## src/rtl/tx_frame_seq_if.sv

```systemverilog
// Handshake/data bundle between the TX frame sequencer and its controller.
// The master drives the start strobe and word count; the slave returns the frame outputs.
interface tx_frame_seq_if #(
    parameter int W = 16
);
    logic         st;
    logic [3:0]   nwords;
    logic         txen;
    logic         busy;
    logic [W-1:0] DAT;
    logic         is_cw;
    logic [3:0]   word_idx;
    logic         done;

    modport master (
        output st, nwords,
        input  txen, busy, DAT, is_cw, word_idx, done
    );

    modport slave (
        input  st, nwords,
        output txen, busy, DAT, is_cw, word_idx, done
    );
endinterface

```

## src/rtl/tx_frame_seq.sv

```systemverilog
// Transmit-frame sequencer: one command word followed by up to N_MAX data words, each held WORD_CYC clocks.
// Optional macro RETRIGGER_EN: a start strobe while busy restarts the frame instead of being ignored.
module tx_frame_seq #(
    parameter int           W        = 16,
    parameter int           WORD_CYC = 1000,
    parameter int           N_MAX    = 8,
    parameter logic [W-1:0] CW_VAL   = 16'h3344,
    parameter logic [W-1:0] DW_BASE  = 16'hBCDE
) (
    input  logic            clk,
    input  logic            rst,
    tx_frame_seq_if.slave   bus
);
    localparam int                CNT_W    = $clog2(WORD_CYC);
    localparam logic [CNT_W-1:0]  SLOT_END = CNT_W'(WORD_CYC - 1);
    localparam logic [3:0]        NMAX4    = 4'(N_MAX);

    typedef enum logic [1:0] {
        IDLE,
        CW,
        DW
    } state_t;

    state_t           state_q, state_n;
    logic [CNT_W-1:0] cnt_q, cnt_n;
    logic [3:0]       k_q, k_n;
    logic [3:0]       nw_q, nw_n;
    logic             txen_q, txen_n;
    logic [W-1:0]     dat_q, dat_n;
    logic             is_cw_q, is_cw_n;
    logic [3:0]       idx_q, idx_n;
    logic             done_q, done_n;
    logic             accept;
    logic             retrig;
    logic             slot_end;

`ifdef RETRIGGER_EN
    assign retrig = bus.st;
`else
    assign retrig = 1'b0;
`endif

    assign slot_end = (cnt_q == SLOT_END);

    always_ff @(posedge clk) begin
        if (rst) begin
            state_q <= IDLE;
            cnt_q   <= '0;
            k_q     <= '0;
            nw_q    <= '0;
            txen_q  <= 1'b0;
            dat_q   <= '0;
            is_cw_q <= 1'b0;
            idx_q   <= '0;
            done_q  <= 1'b0;
        end else begin
            state_q <= state_n;
            cnt_q   <= cnt_n;
            k_q     <= k_n;
            nw_q    <= nw_n;
            txen_q  <= txen_n;
            dat_q   <= dat_n;
            is_cw_q <= is_cw_n;
            idx_q   <= idx_n;
            done_q  <= done_n;
        end
    end

    // Outputs are computed one cycle ahead so every visible signal comes straight from a flop.
    always_comb begin
        state_n = state_q;
        cnt_n   = cnt_q;
        k_n     = k_q;
        nw_n    = nw_q;
        txen_n  = txen_q;
        dat_n   = dat_q;
        is_cw_n = is_cw_q;
        idx_n   = idx_q;
        done_n  = 1'b0;
        accept  = 1'b0;

        unique case (state_q)
            IDLE: begin
                if (bus.st) begin
                    accept = 1'b1;
                end
            end
            CW: begin
                if (retrig) begin
                    accept = 1'b1;
                end else if (slot_end) begin
                    cnt_n = '0;
                    if (nw_q == 4'd0) begin
                        state_n = IDLE;
                        txen_n  = 1'b0;
                        dat_n   = '0;
                        is_cw_n = 1'b0;
                        idx_n   = '0;
                        done_n  = 1'b1;
                    end else begin
                        state_n = DW;
                        k_n     = '0;
                        dat_n   = DW_BASE;
                        is_cw_n = 1'b0;
                        idx_n   = 4'd1;
                    end
                end else begin
                    cnt_n = cnt_q + CNT_W'(1);
                end
            end
            DW: begin
                if (retrig) begin
                    accept = 1'b1;
                end else if (slot_end) begin
                    cnt_n = '0;
                    if (k_q == nw_q - 4'd1) begin
                        state_n = IDLE;
                        txen_n  = 1'b0;
                        dat_n   = '0;
                        idx_n   = '0;
                        k_n     = '0;
                        done_n  = 1'b1;
                    end else begin
                        k_n   = k_q + 4'd1;
                        dat_n = DW_BASE + W'(k_q) + W'(1);
                        idx_n = k_q + 4'd2;
                    end
                end else begin
                    cnt_n = cnt_q + CNT_W'(1);
                end
            end
            default: begin
                state_n = IDLE;
            end
        endcase

        // Accepting a start (fresh or retriggered) always lands on the command-word slot.
        if (accept) begin
            state_n = CW;
            cnt_n   = '0;
            k_n     = '0;
            nw_n    = (bus.nwords > NMAX4) ? NMAX4 : bus.nwords;
            txen_n  = 1'b1;
            dat_n   = CW_VAL;
            is_cw_n = 1'b1;
            idx_n   = '0;
        end
    end

    assign bus.txen     = txen_q;
    assign bus.busy     = txen_q;
    assign bus.DAT      = dat_q;
    assign bus.is_cw    = is_cw_q;
    assign bus.word_idx = idx_q;
    assign bus.done     = done_q;
endmodule
```

## src/flat_wrapper.sv

```systemverilog
// flat-port wrapper written by rule: the top's interface ports become plain ports
module tx_frame_seq_flat 
#(
    parameter int           W        = 16,
    parameter int           WORD_CYC = 1000,
    parameter int           N_MAX    = 8,
    parameter logic [W-1:0] CW_VAL   = 16'h3344,
    parameter logic [W-1:0] DW_BASE  = 16'hBCDE
)
  (clk, rst, bus_st, bus_nwords, bus_txen, bus_busy, bus_DAT, bus_is_cw, bus_word_idx, bus_done);
  tx_frame_seq_if #(.W(W)) bus_i ();
  input  logic clk;
  input  logic rst;
  input wire logic [$bits(bus_i.st)-1:0] bus_st;
  input wire logic [$bits(bus_i.nwords)-1:0] bus_nwords;
  output wire logic [$bits(bus_i.txen)-1:0] bus_txen;
  output wire logic [$bits(bus_i.busy)-1:0] bus_busy;
  output wire logic [$bits(bus_i.DAT)-1:0] bus_DAT;
  output wire logic [$bits(bus_i.is_cw)-1:0] bus_is_cw;
  output wire logic [$bits(bus_i.word_idx)-1:0] bus_word_idx;
  output wire logic [$bits(bus_i.done)-1:0] bus_done;
  assign bus_i.st = bus_st;
  assign bus_i.nwords = bus_nwords;
  assign bus_txen = bus_i.txen;
  assign bus_busy = bus_i.busy;
  assign bus_DAT = bus_i.DAT;
  assign bus_is_cw = bus_i.is_cw;
  assign bus_word_idx = bus_i.word_idx;
  assign bus_done = bus_i.done;
  tx_frame_seq #(.W(W), .WORD_CYC(WORD_CYC), .N_MAX(N_MAX), .CW_VAL(CW_VAL), .DW_BASE(DW_BASE)) u_core (.clk(clk), .rst(rst), .bus(bus_i));
endmodule
```

## config.mk

```make
export PLATFORM = sky130hd
export DESIGN_NAME = tx_frame_seq_flat
export DESIGN_NICKNAME = d
export VERILOG_FILES = /design/src/rtl/tx_frame_seq_if.sv /design/src/rtl/tx_frame_seq.sv /design/src/flat_wrapper.sv
export SDC_FILE = /design/constraint.sdc
export NUM_CORES = 1
export LEC_CHECK = 0
export CAP_MARGIN = 20
export CELL_PAD_IN_SITES_DETAIL_PLACEMENT = 2
export CELL_PAD_IN_SITES_GLOBAL_PLACEMENT = 2
export CORE_ASPECT_RATIO = 0.6
export CORE_MARGIN = 1
export CORE_UTILIZATION = 43
export CTS_BUF_LIST = sky130_fd_sc_hd__clkbuf_4
export CTS_CLUSTER_SIZE = 25
export DETAILED_ROUTE_END_ITERATION = 7
export DONT_BUFFER_PORTS = 1
export GPL_TIMING_DRIVEN = 1
export HOLD_SLACK_MARGIN = 0.02
export PLACE_DENSITY = 0.89
export SETUP_SLACK_MARGIN = 0.02
export SYNTH_ARGS = -nofsm -noshare
export SYNTH_HDL_FRONTEND = slang
export SYNTH_SLANG_ARGS = --single-unit
```

## constraint.sdc

```tcl
create_clock -name clk -period 4.55 [get_ports clk]
set_input_delay 0.91 -clock clk [delete_from_list [all_inputs] [get_ports clk]]
set_output_delay 0.91 -clock clk [all_outputs]
set_load 0.03 [all_outputs]
```

== Word level (Yosys, flattened, before mapping) ==
Index checks and enable logic that the tools add are counted.

* Flip-flop bits (word level): 43
* Input bits: 7
* Output and inout port bits: 24
* Word-level logic and storage cells: 87

* Add/subtract/negate cells: 6
* Magnitude comparators: 1
* Eq/ne operators: 13
* Muxes and demuxes: 40
* Bitwise logic cells: 1
* Reductions and logical operators: 15

{| class="wikitable"
|+ Operators with widths
! operator !! count
|-
| $mux 16 || 4
|-
| $mux 4 || 8
|-
| $pmux 16 s2 || 1
|-
| $add 16x1->16 const B || 1
|-
| $add 16x4->16 const A || 1
|-
| $mux 1 || 16
|-
| $pmux 4 s2 || 2
|-
| $mux 14 || 1
|-
| $ne 3x1->1 const B || 4
|-
| $reduce_and 4->1 || 3
|-
| $add 10x1->10 const B || 1
|-
| $eq 10x10->1 const B || 1
|-
| $mux 10 || 1
|-
| $mux 2 || 4
|-
| $ne 2x1->1 const B || 4
|-
| $pmux 2 s3 || 1
|-
| $reduce_and 3->1 || 2
|-
| $reduce_bool 2->1 || 3
|-
| $reduce_and 5->1 || 1
|-
| $add 4x1->4 const B || 1
|-
| $add 4x2->4 const B || 1
|-
| $eq 4x4->1 || 1
|-
| $gt 4x4->1 const B || 1
|-
| $logic_not 4->1 || 1
|-
| 10 further kinds || 12
|}

== Logic depth before layout (Yosys ltp) ==
* Word-level depth: 6
* Gate-level depth with buffers: 9
* Gate-level depth less buffers: 7

== Least setup slack after synthesis ==
Ideal clock, no wire load.

* Kind: input-to-reg
* From: input bus_st
* To: register u_core.dat_q[5] (netlist: u_core.bus.DAT[5])
* Library setup time: 96 ps
* Data arrival time: 1778 ps
* Data required time: 4454 ps
* Setup slack: 2676 ps
* Stages on the path: 5
* Path buffers: 2
* Path through: a21oi_1 -> clkbuf_1 -> clkbuf_1 -> nand3_1 -> o41ai_2

* Word-level cells in the longest chain between the ends: 3

{| class="wikitable"
|+ RTL lines
! what !! RTL line !! text
|-
| from (decl) || flat_wrapper.sv:14 || <nowiki>input wire logic [$bits(bus_i.st)-1:0] bus_st;</nowiki>
|-
| $mux 1 || tx_frame_seq.sv:84 || <nowiki>if (bus.st) begin</nowiki>
|-
| $mux 1 || -- ||
|-
| $reduce_or 2->1 (no source line) || -- ||
|-
| to (signal assigned) || tx_frame_seq.sv:62 || <nowiki>dat_q <= dat_n;</nowiki>
|-
| to (decl) || tx_frame_seq.sv:29 || <nowiki>logic [W-1:0] dat_q, dat_n;</nowiki>
|}

Every way passes these cells.
A chain may end at the register's enable or synchronous reset.

== Final worst setup path ==
* From: register u_core.state_q[0]
* To: register u_core.k_q[0]

* Word-level cells in the longest chain between the ends: 3
* Elaborated cells on any way between the ends: 11
* Those cells by class: 5 x eq/ne; 2 x mux; 4 x reduce/logical

{| class="wikitable"
|+ RTL lines
! what !! RTL line !! text
|-
| from (decl) || tx_frame_seq.sv:24 || <nowiki>state_t state_q, state_n;</nowiki>
|-
| from (signal assigned) || tx_frame_seq.sv:57 || <nowiki>state_q <= state_n;</nowiki>
|-
| $eq 2x1->1, or another cell as far along || tx_frame_seq.sv:82 || <nowiki>unique case (state_q)</nowiki>
|-
| $ne 2x2->1 (no source line), or another cell as far along || -- ||
|-
| $reduce_and 4->1 (no source line) or $reduce_or 2->1 (tied branches) || -- ||
|-
| to (signal assigned) || tx_frame_seq.sv:59 || <nowiki>k_q <= k_n;</nowiki>
|-
| to (decl) || tx_frame_seq.sv:26 || <nowiki>logic [3:0] k_q, k_n;</nowiki>
|}

Parallel ways exist; a longest one is shown, timed or not.

==> run summary <==
Post-synth cell types -> 46
CP required -> 4.82 ns
Clock-pin slew on the worst setup and hold paths -> 0.11 ns
Worst Path Arrival -> 3.00 ns
CTS Sinks -> 36
Worst setup SP type -> flop
Most frequent cell after synthesis -> dfxtp_1
Unrepaired setup endpoints after global routing -> no
FILL cells -> 465
DP Area -> 1940 sq um
Status -> complete, no violations
Die area -> 4870 sq um
Clock H-tree levels -> 2
Fin area -> 2000 sq um
Psw -> 0.200 mW
DR vias -> 1623
EDFF count, synth -> 0
Total CTS buffers -> 5
Crit end category -> flop
Routed Wire Length -> 5910 um
Post_cts resized -> 0
ANT cells -> 0
Delay-heaviest family, CP -> compound AO/OA/AOI/OAI gates
Post-Route Setup TNS -> 0 ns
Hold Crit Class -> flop to flop
Worst-Margin Slew -> 1.16 ns
First-pass DRT Iterations -> 4
Cell Pwr Density -> 310 nW/um^2
Detailed Place HPWL -> 4510 um
Core ar. -> 4260 sq um
Relative slew slack -> 0.227
Fmax -> 366 MHz
Final setup viols -> 0
Layout area overhead -> 1.52%
Max-cap violations -> 0
Synth top area share -> 0.365
Syn nets -> 239
Nets -> 229
Setup WS pre-CTS -> 1.91 ns
IO Pins -> 31
CTS tree -> yes
Drt via density -> 5.95
Post-synth top cells -> dfxtp_1 (36), nand3_1 (20), nor2_1 (18)
Buf/Inv on CP -> 1
Syn Inst Count -> 222
Post-synth top area cell -> dfxtp_1
DR iter-0 viols -> 55
Worst hold slack -> 0.551 ns
Row count -> 18
Syn Std Cell Area -> 1970 sq um
Worst path max stage delay -> 0.87 ns
Overall routing resource usage -> 0.274
Wire length per cell -> 21.6 um
Tot Pwr -> 0.621 mW
Crit path kind -> flop to flop
Syn_area_per_cell -> 8.88 sq um
Largest net degree at the start of global routing -> 21
Sw frac -> 0.321
Top FF cell, synth -> dfxtp_1
Buffers on Ports -> 0
Final Hold Viols -> 0
DRC violations left -> 0
Ys async rst share -> 0
Post-route ant nets -> 0
First-pass GRT wire length -> 9190 um
Flops & latches, synth -> 36
Initial antenna violation count -> 0
Clk_lat worst skew -> 0.36 ns
Int Power -> 0.422 mW
Critical path, cell by cell -> inv_1, ha_1, nor3b_1, a31oi_2, a21o_1, nand3_1, o21ai_0
Die Width -> 89.4 um
CTS max path bufs -> 2
Final slew viol count -> 0
Worst clock skew -> 0.00804 ns
Worst Path Max Fanout -> 20
Yosys Warn Count -> 0
Clock power share -> 0.293
Worst VDD drop -> 136 uV
CP max-delay cell -> a31oi_2
Initial Util -> 0.463
Hold buffer count at CTS -> 0
Post-CTS setup buffer count -> 0
Synth area leaders -> dfxtp_1 (37%), ha_1 (6.3%), nand3_1 (5.1%)
Minimum clock period -> 2.73 ns
Final worst slack -> 1.82 ns
Logic pwr share -> 0.134
Routability cong. -> 0.841
Share of cells above drive strength 1 -> 0.0892
Final Cycle Share -> 0.600
Sequential power share -> 0.573
Die Height -> 54.5 um
Root Driver -> clkbuf_4
Vias in the first global route -> 1756
Static leakage -> 0.721 nW
Seq/Total Area, Yosys -> 0.365
Remaining global-route overflow -> 0
## metrics by stage
stage	instances	utilization
finish	273	0.470
global route	273	0.470
CTS	272	0.469
detailed placement	264	0.456
global placement	264	0.456
floorplan	222	-
## cells in the final DEF, fill, tap and decap left out, types with 4 or more instances in the layout
cell      count
inv_1        10
clkbuf_4      7
nor3b_1       6
a211oi_1      4
nor2_1       18
dfxtp_1      36
xor2_1        5
ha_1         10
nand2_1      14
o21ai_0       8
nand3_1      20
o211ai_1      4
a21oi_1      15
xnor2_1       9
## power by group through the flow
stage / clock network [mW] / logic, mW / registers, mW
floorplan: 0 / 0.0805 / 0.351
global placement: 0 / 0.0743 / 0.363
detailed placement: 0 / 0.0818 / 0.364
CTS: 0.187 / 0.0831 / 0.357
global route: 0.201 / 0.0905 / 0.359
finish: 0.182 / 0.0833 / 0.356
## kinds of logic after synthesis
family / after synthesis / synth area share
buffers and inverters: 29 / 0.0793
adders and majority gates: 10 / 0.0635
DFF: 36 / 0.365
other: 1 / 0.00190
muxes: 1 / 0.00508
and+or+nand+nor: 83 / 0.239
xor gates and xnor gates: 16 / 0.0831
AOI/OAI and AO/OA: 46 / 0.163
## metal layers
metal  part of all wire  vias up  GRT usage
li1                   -      755          -
met1               0.47      794      0.335
met2               0.44       52      0.440
met3              0.051       22     0.0709
met4              0.034        0      0.167
met5                  0        -          0
## layout make-up
class / instances / area (sq um) / share of cell area
clock buffers: 7 / 52.6 / 0.0263
clock inverters: 1 / 3.75 / 0.00188
inverters: 10 / 37.5 / 0.0188
multi-input cells: 157 / 1100 / 0.550
flip-flops and latches: 36 / 721 / 0.360
well taps: 60 / 75.1 / 0.0375
repair buffers: 2 / 11.3 / 0.00563
## worst register-to-register path, cell delays in order, from the launching register on
cell,delay [ns]
dfxtp_1,0.34
inv_1,0.11
ha_1,0.56
nor3b_1,0.21
a31oi_2,0.87
a21o_1,0.27
nand3_1,0.14
o21ai_0,0.14
## final timing paths
check / start / end / slack [ns] / depth (start not counted)
max reg2reg: u_core.state_q[0] / u_core.k_q[0] / 1.82 / 7
max: u_core.state_q[0] / u_core.k_q[0] / 1.82 / 7
min: u_core.cnt_q[9] / u_core.cnt_q[9] / 0.55 / 2
min reg2reg: u_core.cnt_q[9] / u_core.cnt_q[9] / 0.55 / 2
## registers in the layout, summed over array words and instances, names as in the netlist
register,count
u_core.nw_q,4
u_core.state_q,2
u_core.bus.word_idx,4
u_core.bus.is_cw,1
u_core.k_q,4
u_core.cnt_q,10
u_core.bus.busy,1
u_core.bus.DAT,9
u_core.bus.done,1
Power figures use the tool's default switching activity.
